**src/rtl/intersection_phase_ctrl.sv**
```systemverilog
// +----------------------------------------------------------------------------+
// | Module   : intersection_phase_ctrl                                         |
// | Brief    : EW/NS phase sequencer with latched pedestrian walk service.     |
// |            Optional macro EMERGENCY_PREEMPT_EN adds the i_preempt override. |
// | Revision : 1.0                                                             |
// +----------------------------------------------------------------------------+
`default_nettype none

module intersection_phase_ctrl #(
    parameter int TICK_DIV = 25000000,
    parameter int T_GREEN  = 20,
    parameter int T_YELLOW = 2,
    parameter int T_LEFT   = 10,
    parameter int T_FLASH  = 6
) (
    input  logic       clk,
    input  logic       reset_n,
    input  logic       i_start,
    input  logic [1:0] i_ped_req,
`ifdef EMERGENCY_PREEMPT_EN
    input  logic [1:0] i_preempt,
`endif
    output logic [3:0] o_ew_ct,
    output logic [3:0] o_ns_ct,
    output logic [1:0] o_ew_wt,
    output logic [1:0] o_ns_wt,
    output logic [3:0] o_phase,
    output logic       o_tick
);

    localparam int c_CNT_W = (TICK_DIV > 1) ? $clog2(TICK_DIV) : 1;
    localparam int c_TMAX  = (T_GREEN > T_LEFT)
                             ? ((T_GREEN > T_YELLOW) ? T_GREEN : T_YELLOW)
                             : ((T_LEFT  > T_YELLOW) ? T_LEFT  : T_YELLOW);
    localparam int c_TMR_W = $clog2(c_TMAX + 1);

    localparam logic [c_CNT_W-1:0] c_CNT_LAST = c_CNT_W'(TICK_DIV - 1);
    localparam logic [c_TMR_W-1:0] c_G_LAST   = c_TMR_W'(T_GREEN - 1);
    localparam logic [c_TMR_W-1:0] c_Y_LAST   = c_TMR_W'(T_YELLOW - 1);
    localparam logic [c_TMR_W-1:0] c_L_LAST   = c_TMR_W'(T_LEFT - 1);
    localparam logic [c_TMR_W-1:0] c_WALK_LEN = c_TMR_W'(T_GREEN - T_FLASH);

    localparam logic [3:0] c_IDLE  = 4'd0;
    localparam logic [3:0] c_EW_G  = 4'd1;
    localparam logic [3:0] c_EW_Y1 = 4'd2;
    localparam logic [3:0] c_EW_L  = 4'd3;
    localparam logic [3:0] c_EW_Y2 = 4'd4;
    localparam logic [3:0] c_NS_G  = 4'd5;
    localparam logic [3:0] c_NS_Y1 = 4'd6;
    localparam logic [3:0] c_NS_L  = 4'd7;
    localparam logic [3:0] c_NS_Y2 = 4'd8;

    localparam logic [3:0] c_LAMP_OFF = 4'b0000;
    localparam logic [3:0] c_LAMP_G   = 4'b0001;
    localparam logic [3:0] c_LAMP_L   = 4'b0010;
    localparam logic [3:0] c_LAMP_Y   = 4'b0100;
    localparam logic [3:0] c_LAMP_R   = 4'b1000;
    localparam logic [1:0] c_WALK_OFF  = 2'b00;
    localparam logic [1:0] c_WALK_GO   = 2'b01;
    localparam logic [1:0] c_WALK_STOP = 2'b10;

    logic [3:0]         r_state;
    logic [c_CNT_W-1:0] r_cnt;
    logic [c_TMR_W-1:0] r_tmr;
    logic [1:0]         r_req;
    logic               r_ew_grant;
    logic               r_ns_grant;

    logic               w_tick, w_last, w_adv, w_clr_cnt;
    logic               w_pre_act, w_hold, w_is_yel, w_flash_on;
    logic [3:0]         w_next, w_seq_next, w_yel_next, w_pre_tgt;
    logic [c_TMR_W-1:0] w_dur_last;
    logic [1:0]         w_req_set, w_req_nxt, w_ew_walk, w_ns_walk;

`ifdef EMERGENCY_PREEMPT_EN
    assign w_pre_act = |i_preempt;
    assign w_pre_tgt = i_preempt[1] ? c_NS_G : c_EW_G;
`else
    assign w_pre_act = 1'b0;
    assign w_pre_tgt = c_EW_G;
`endif
    assign w_hold = w_pre_act && (r_state == w_pre_tgt);
    assign w_tick = (r_state != c_IDLE) && (r_cnt == c_CNT_LAST);
    assign w_last = w_tick && (r_tmr == w_dur_last);

    always_comb begin
        w_dur_last = c_G_LAST;
        w_seq_next = c_IDLE;
        w_yel_next = r_state;
        w_is_yel   = 1'b0;
        case (r_state)
            c_EW_G : begin w_seq_next = c_EW_Y1; w_yel_next = c_EW_Y1; end
            c_EW_Y1: begin w_dur_last = c_Y_LAST; w_seq_next = c_EW_L;  w_is_yel = 1'b1; end
            c_EW_L : begin w_dur_last = c_L_LAST; w_seq_next = c_EW_Y2; w_yel_next = c_EW_Y2; end
            c_EW_Y2: begin w_dur_last = c_Y_LAST; w_seq_next = c_NS_G;  w_is_yel = 1'b1; end
            c_NS_G : begin w_seq_next = c_NS_Y1; w_yel_next = c_NS_Y1; end
            c_NS_Y1: begin w_dur_last = c_Y_LAST; w_seq_next = c_NS_L;  w_is_yel = 1'b1; end
            c_NS_L : begin w_dur_last = c_L_LAST; w_seq_next = c_NS_Y2; w_yel_next = c_NS_Y2; end
            c_NS_Y2: begin w_dur_last = c_Y_LAST; w_seq_next = c_EW_G;  w_is_yel = 1'b1; end
            default: w_seq_next = c_IDLE;
        endcase
    end

    // Preempt jumps restart the tick counter so the forced yellow runs its full length
    always_comb begin
        w_next    = r_state;
        w_adv     = 1'b0;
        w_clr_cnt = 1'b0;
        if (r_state == c_IDLE) begin
            w_clr_cnt = 1'b1;
            if (i_start) begin
                w_next = c_EW_G;
                w_adv  = 1'b1;
            end
        end else if (w_hold) begin
            w_clr_cnt = 1'b1;
        end else if (w_pre_act && !w_is_yel) begin
            w_next    = w_yel_next;
            w_adv     = 1'b1;
            w_clr_cnt = 1'b1;
        end else if (w_last) begin
            w_next = (w_is_yel && w_pre_act) ? w_pre_tgt : w_seq_next;
            w_adv  = 1'b1;
        end
    end

    // A press on the consuming edge wins over the clear
    always_comb begin
        w_req_set = (r_state != c_IDLE) ? i_ped_req : 2'b00;
        w_req_nxt = r_req | w_req_set;
        if (w_adv && !w_pre_act && (w_next == c_EW_G)) w_req_nxt[1] = w_req_set[1];
        if (w_adv && !w_pre_act && (w_next == c_NS_G)) w_req_nxt[0] = w_req_set[0];
    end

    always_ff @(posedge clk) begin
        if (!reset_n) begin
            r_state    <= c_IDLE;
            r_cnt      <= '0;
            r_tmr      <= '0;
            r_req      <= 2'b00;
            r_ew_grant <= 1'b0;
            r_ns_grant <= 1'b0;
        end else begin
            r_state <= w_next;
            r_req   <= w_req_nxt;
            if (w_clr_cnt || (r_cnt == c_CNT_LAST)) r_cnt <= '0;
            else                                    r_cnt <= r_cnt + 1'b1;
            if (w_adv || w_hold || (r_state == c_IDLE)) r_tmr <= '0;
            else if (w_tick)                            r_tmr <= r_tmr + 1'b1;
            if (w_adv && (w_next == c_EW_G)) r_ns_grant <= r_req[1] && !w_pre_act;
            if (w_adv && (w_next == c_NS_G)) r_ew_grant <= r_req[0] && !w_pre_act;
        end
    end

    // Flash index parity: even index dark, odd index lit
    assign w_flash_on = (r_tmr < c_WALK_LEN) || (r_tmr[0] ^ c_WALK_LEN[0]);
    assign w_ew_walk  = (r_ew_grant && !w_hold) ? (w_flash_on ? c_WALK_GO : c_WALK_OFF) : c_WALK_STOP;
    assign w_ns_walk  = (r_ns_grant && !w_hold) ? (w_flash_on ? c_WALK_GO : c_WALK_OFF) : c_WALK_STOP;

    always_comb begin
        o_ew_ct = c_LAMP_R;
        o_ns_ct = c_LAMP_R;
        o_ew_wt = c_WALK_STOP;
        o_ns_wt = c_WALK_STOP;
        case (r_state)
            c_EW_G : begin o_ew_ct = c_LAMP_G; o_ns_wt = w_ns_walk; end
            c_EW_Y1,
            c_EW_Y2: o_ew_ct = c_LAMP_Y;
            c_EW_L : o_ew_ct = c_LAMP_L;
            c_NS_G : begin o_ns_ct = c_LAMP_G; o_ew_wt = w_ew_walk; end
            c_NS_Y1,
            c_NS_Y2: o_ns_ct = c_LAMP_Y;
            c_NS_L : o_ns_ct = c_LAMP_L;
            default: begin
                o_ew_ct = c_LAMP_OFF;
                o_ns_ct = c_LAMP_OFF;
                o_ew_wt = c_WALK_OFF;
                o_ns_wt = c_WALK_OFF;
            end
        endcase
    end

    assign o_phase = r_state;
    assign o_tick  = w_tick;

endmodule

`default_nettype wire
```
**config.mk**
```make
export PLATFORM = sky130hd
export DESIGN_NAME = intersection_phase_ctrl
export DESIGN_NICKNAME = d
export VERILOG_FILES = /design/src/rtl/intersection_phase_ctrl.sv
export SDC_FILE = /design/constraint.sdc
export NUM_CORES = 1
export LEC_CHECK = 0
export ABC_AREA = 1
export CORE_ASPECT_RATIO = 0.75
export CORE_MARGIN = 4
export CORE_UTILIZATION = 58
export CTS_CLUSTER_DIAMETER = 50
export CTS_CLUSTER_SIZE = 25
export DETAILED_ROUTE_END_ITERATION = 16
export GPL_ROUTABILITY_DRIVEN = 0
export PLACE_DENSITY = 0.81
export RECOVER_POWER = 50
export SYNTH_ARGS = -nofsm -noshare
export SYNTH_HDL_FRONTEND = slang
export SYNTH_SLANG_ARGS = --single-unit
```
**constraint.sdc**
```tcl
create_clock -name clk -period 2.79 [get_ports clk]
set_input_delay 0.279 -clock clk [delete_from_list [all_inputs] [get_ports clk]]
set_output_delay 0.279 -clock clk [all_outputs]
set_load 0.005 [all_outputs]
```
==> Word-level counts from Yosys, hierarchy flattened <==
Index checks and enable logic that the tools add are counted.
{ "word_totals": {"regBits": 38, "latchBits": 0, "mem_bits_rw": 0, "mem_bits_ro": 0, "in_bits": 5, "word_cells": 61, "n_memories": 0} }
{ "classes": {"n_addsub": 2, "mul": 0, "div": 0, "magnitude_cmp": 1, "eq_ne": 12, "shifts": 0, "muxes": 19, "bitwise": 2, "n_reduce_logical": 19} }
{ "ops": {"columns": ["cell", "count"], "rows": [
  ["$pmux 4 s4", 2],
  ["$pmux 4 s8", 1],
  ["$add 25x1->25 const B", 1],
  ["$eq 25x25->1 const B", 1],
  ["$eq 4x3->1 const B", 5],
  ["$reduce_or 7->1", 2],
  ["$mux 4", 3],
  ["$reduce_or 4->1", 3],
  ["$pmux 5 s2", 1],
  ["$reduce_or 2->1", 5],
  ["$eq 4x1->1 const B", 2],
  ["$eq 4x2->1 const B", 2],
  ["$pmux 2 s2", 2],
  ["$mux 1", 7],
  ["$mux 2", 3],
  ["$add 5x1->5 const B", 1],
  ["$eq 5x5->1", 1],
  ["$lt 5x4->1 const B", 1],
  ["$eq 4x4->1 const B", 1],
  ["$logic_and 1x1->1", 4],
  ["$logic_not 4->1", 1],
  ["$reduce_bool 4->1", 1],
  ["$logic_or 1x1->1", 3],
  ["$or 2x2->2", 1],
  ["$not 1->1", 1]
]} }

==> Longest topological paths before layout <==
{ "logic_depth": {"word_depth": 10, "ltp_mapped": 17, "mapped_depth_nobuf": 17} }

==> Worst setup path after synthesis <==
Ideal clock, no wire load.
{ "synth_path": {"kind": "register -> register", "startpoint": "reg r_cnt[0]", "endpoint": "reg r_ew_grant", "setup_time_ps": 113, "arrival_time_ps": 1707, "required_ps": 2677, "setup_slack_ps": 970, "path_stages_with_launch": 17, "n_path_buf": 0, "path_cell_list": "dfxtp_1 ha_1 nand2_1 nor2_2 nand2_1 nor2_2 nand4_4 nor2_8 nand2_4 nand2_2 nand2_2 nand2_2 nand2_2 nor2_2 nand2_1 nand2_1 nor2_1"} }
{ "synth_between": {"elab_chain_cells": 7, "elab_cells_between_ends": 9, "classes_between": "eq/ne: 2; mux: 4; reduce/logical: 3"} }
{ "synth_lines": {"columns": ["item", "line_no", "rtl"], "rows": [
  ["start, declared", "63", "logic [c_CNT_W-1:0] r_cnt;"],
  ["start signal, assigned", "147", "else r_cnt <= r_cnt + 1'b1;"],
  ["$eq 25x25->1 (*)", "83", "assign w_tick = (r_state != c_IDLE) && (r_cnt == c_CNT_LAST);"],
  ["$logic_and 1x1->1 (*)", "83", null],
  ["$logic_and 1x1->1 (*)", "84", "assign w_last = w_tick && (r_tmr == w_dur_last);"],
  ["$mux 4", "121", "end else if (w_last) begin"],
  ["$mux 4", "109", "if (r_state == c_IDLE) begin"],
  ["$eq 4x3->1", "151", "if (w_adv && (w_next == c_NS_G)) r_ew_grant <= r_req[0] && !w_pre_act;"],
  ["$logic_and 1x1->1 (*)", "151", null],
  ["end signal, assigned", "151", null],
  ["end, declared", "66", "logic r_ew_grant;"]
]} }
Mark *: on every way between the ends. The rest lies on a longest branch, timed or not.
A chain may end at the register's enable or synchronous reset.

==> Worst setup path after layout <==
{ "layout_path": {"startpoint": "reg r_cnt[0]", "endpoint": "out o_tick"} }
{ "layout_between": {"elab_chain_cells": 2} }
{ "layout_lines": {"columns": ["item", "line_no", "rtl"], "rows": [
  ["$eq 25x25->1", "83", null],
  ["$logic_and 1x1->1", "83", null],
  ["end, declared", "28", "output logic o_tick"]
]} }
Every way passes these cells.

==> metrics.txt <==
result of the run=finished, final reports clean; total placed cells including tap cells=400; final net count=362; Relative slew margins=around 64%; global routing met2 resource utilization=29.8%; Most common cell on crit path=sky130_fd_sc_hd__nand2_1; crit path time final=around 2.5 ns; overall track demand over capacity in global routing=21.9%; 1st-iter DRT viols=150; count of yosys warnings during synthesis=0; leading cell type in the layout, fill and taps excluded=sky130_fd_sc_hd__nand2_1; startpoint type of the worst setup path=flop; TritonCTS buffer count=5; largest net degree at the start of global routing=26; max capacitance violation total=0; global-route wire length before repair=8700 um; number of synthesized flops with an enable pin=0; DIE HEIGHT=62.3 um; cell type contributing the most total cell area after synthesis=sky130_fd_sc_hd__dfxtp_1; data required time of the worst path=roughly 2.5 ns; total nets after synthesis=335; clock input transition at the sequential cells of the worst setup and hold paths=about 0.07 ns; insertion delay to the later sink of the worst-skew pair=around 0.30 ns; highest clock rate=404 MHz; average instance area after synthesis=6.96 um^2; Worst Setup Path Type=reg -> out; Post-Synthesis Cell Area=0.00228 mm^2; half-perimeter wire length after placement=roughly 3900 um; die outline width=80.4 um; count of different cell masters after synthesis=34; slowest stage cell on the critical path=sky130_fd_sc_hd__clkdlybuf4s50_1; fin area=0.00266 mm^2; dpl ws=0.629 ns; count of final max-slew check failures=0; Cell Count, Final, Fillers Out=408; Cell Chain, Critical Path=ha_1 -> nand2_1 -> nor2_1 -> nand2_1 -> nor2_2 -> nor4b_4 -> clkdlybuf4s50_1; cells taking the most area after synthesis=sky130_fd_sc_hd__dfxtp_1, sky130_fd_sc_hd__nand2_1, sky130_fd_sc_hd__nor2_1; critical path fanouts, max=4; final-report hold violation count=0; flop-to-flop setup slack=about 0.45 ns; Worst Max-Slew Pin Slew=0.534 ns; Power Density=453 mW/mm^2; post-synth top area share=33.3%; IO Pins=22; share of async-settable or async-resettable flops after synthesis=0%; total of cells resized after clock tree synthesis=0; unrepaired setup endpoints after global routing=false; highest-count cells in the layout ignoring fill and taps=sky130_fd_sc_hd__nand2_1, sky130_fd_sc_hd__nor2_1, sky130_fd_sc_hd__inv_1; Diodes inserted=0; worst clock skew=roughly 0.01 ns; Core ar.=between 0.003 and 0.004 mm^2; Hold/Removal Path Class=reg -> reg; post-route fraction of the period consumed by the critical path=88.8%; remaining design rule violation count=0; sequential-to-total area share from yosys stat=33.3%; std cell rows=19; via density per instance=5.28; total overflow reported by the global router=0; total negative setup slack=0 ns; Routed Antenna Nets=0; antenna violations before repair=0; CTS HTree Levels=2; Via Count=around 2.2k; root buffer cell=sky130_fd_sc_hd__clkbuf_8; Final setup violation count=0; Static Leakage=1.03 nW; Worst IR Drop VDD=about 0.3 mV; floorplan die area=0.00501 mm^2; TritonCTS clock tree=yes; Mapped Cells=328; worst path arrival time=2.20 ns; number of buffers added to fix hold violations after cts=0; delay of the slowest cell on the worst path=0.57 ns; standard cell area after detailed placement=0.00256 mm^2; maximum number of buffers from clock root to sink=2; post-synthesis sequential element count=38; post-CTS setup buffer count=0; detail-routed net length per standard cell=12.3 um; met1 track utilization from global routing=32.9%; number of I/O port buffers=21; Top Usage Layer GRT=met1; met3 Track Usage GR=5.92%; Final WS setup=0.313 ns; fraction of final layout cells sized beyond drive strength 1=12.4%; clock tree sinks=38; via count of the first global-routing pass=1898; overall power consumption=1.20 mW; P&R area growth vs syn=16.5%; wire length reported by the detailed router=5020 um; top_reg_cell synth=sky130_fd_sc_hd__dfxtp_1; Initial DRT Pass Iterations=4; effective utilization at floorplan=around three fifths; Worst Setup End Kind=primary output
## sequential cells by signal, indices dropped and copies added (netlist names)
name        cells
o_phase         4
r_tmr           5
r_cnt          25
r_ew_grant      1
r_req           2
r_ns_grant      1
## routing by layer
metal	share of wire, %	up-vias
met2	41	53
met3	5.4	7
met5	0	-
met4	1.3	0
met1	53	968
li1	-	1125
## final timing paths
| path | start | to | cells after the start |
|---|---|---|---|
| max | r_cnt[0] | o_tick | 7 |
| min | r_cnt[0] | r_cnt[0] | 1 |
| max reg2reg | r_cnt[0] | r_ew_grant | 16 |
| min reg2reg | r_cnt[0] | r_cnt[0] | 1 |
## cell families after synthesis
family,count (synthesis),synth area share [%]
AND/OR/NAND/NOR,204,48.2
buffers and inverters,49,8.06
flip-flops,38,33.3
AO/OA/AOI/OAI,29,7.02
XOR/XNOR,6,2.30
adder cells (fa/ha/maj),2,1.10
## report_power, final
part / total, mW / internal (mW) / switching, mW
registers: 0.551 / 0.548 / 0.00373
clock network: 0.583 / 0.382 / 0.201
logic: 0.0694 / 0.0297 / 0.0397
## cell usage after synthesis, drive strengths merged, types with 2 or more instances
master / number
o21ai: 6
nor3b: 8
inv: 47
nor2: 56
xor2: 4
nand2: 77
nand3b: 3
o21bai: 2
nand4: 10
dfxtp: 38
clkbuf: 2
xnor2: 2
nor3: 17
o21a: 3
a31oi: 2
a21oi: 16
ha: 2
nor4: 7
nand3: 22
## per-stage QoR
step                      util (%)  hold slack, ns
after floorplan                  -           0.392
after global placement        68.5           0.432
after detailed placement      68.5           0.440
after CTS                     72.3           0.456
after global routing          71.2           0.472
final                         71.2           0.453
## cell type report
class,count,area [um^2]
Fill cell,303,1070
Inverter,47,176
Clock buffer,6,82.6
Sequential cell,38,761
Timing Repair Buffer,22,215
Clock inverter,2,60.1
Tap cell,52,65.1
Multi-Input combinational cell,241,1300
## critical path, delay by kind of cell, from the launching register on
kind / cells / cell delay [ns]
adders and majority gates: 1 / 0.18
and+or+nand+nor: 5 / 0.80
DFF: 1 / 0.36
buffers and inverters: 1 / 0.57
Note: power is estimated with default switching activity, not from simulation.
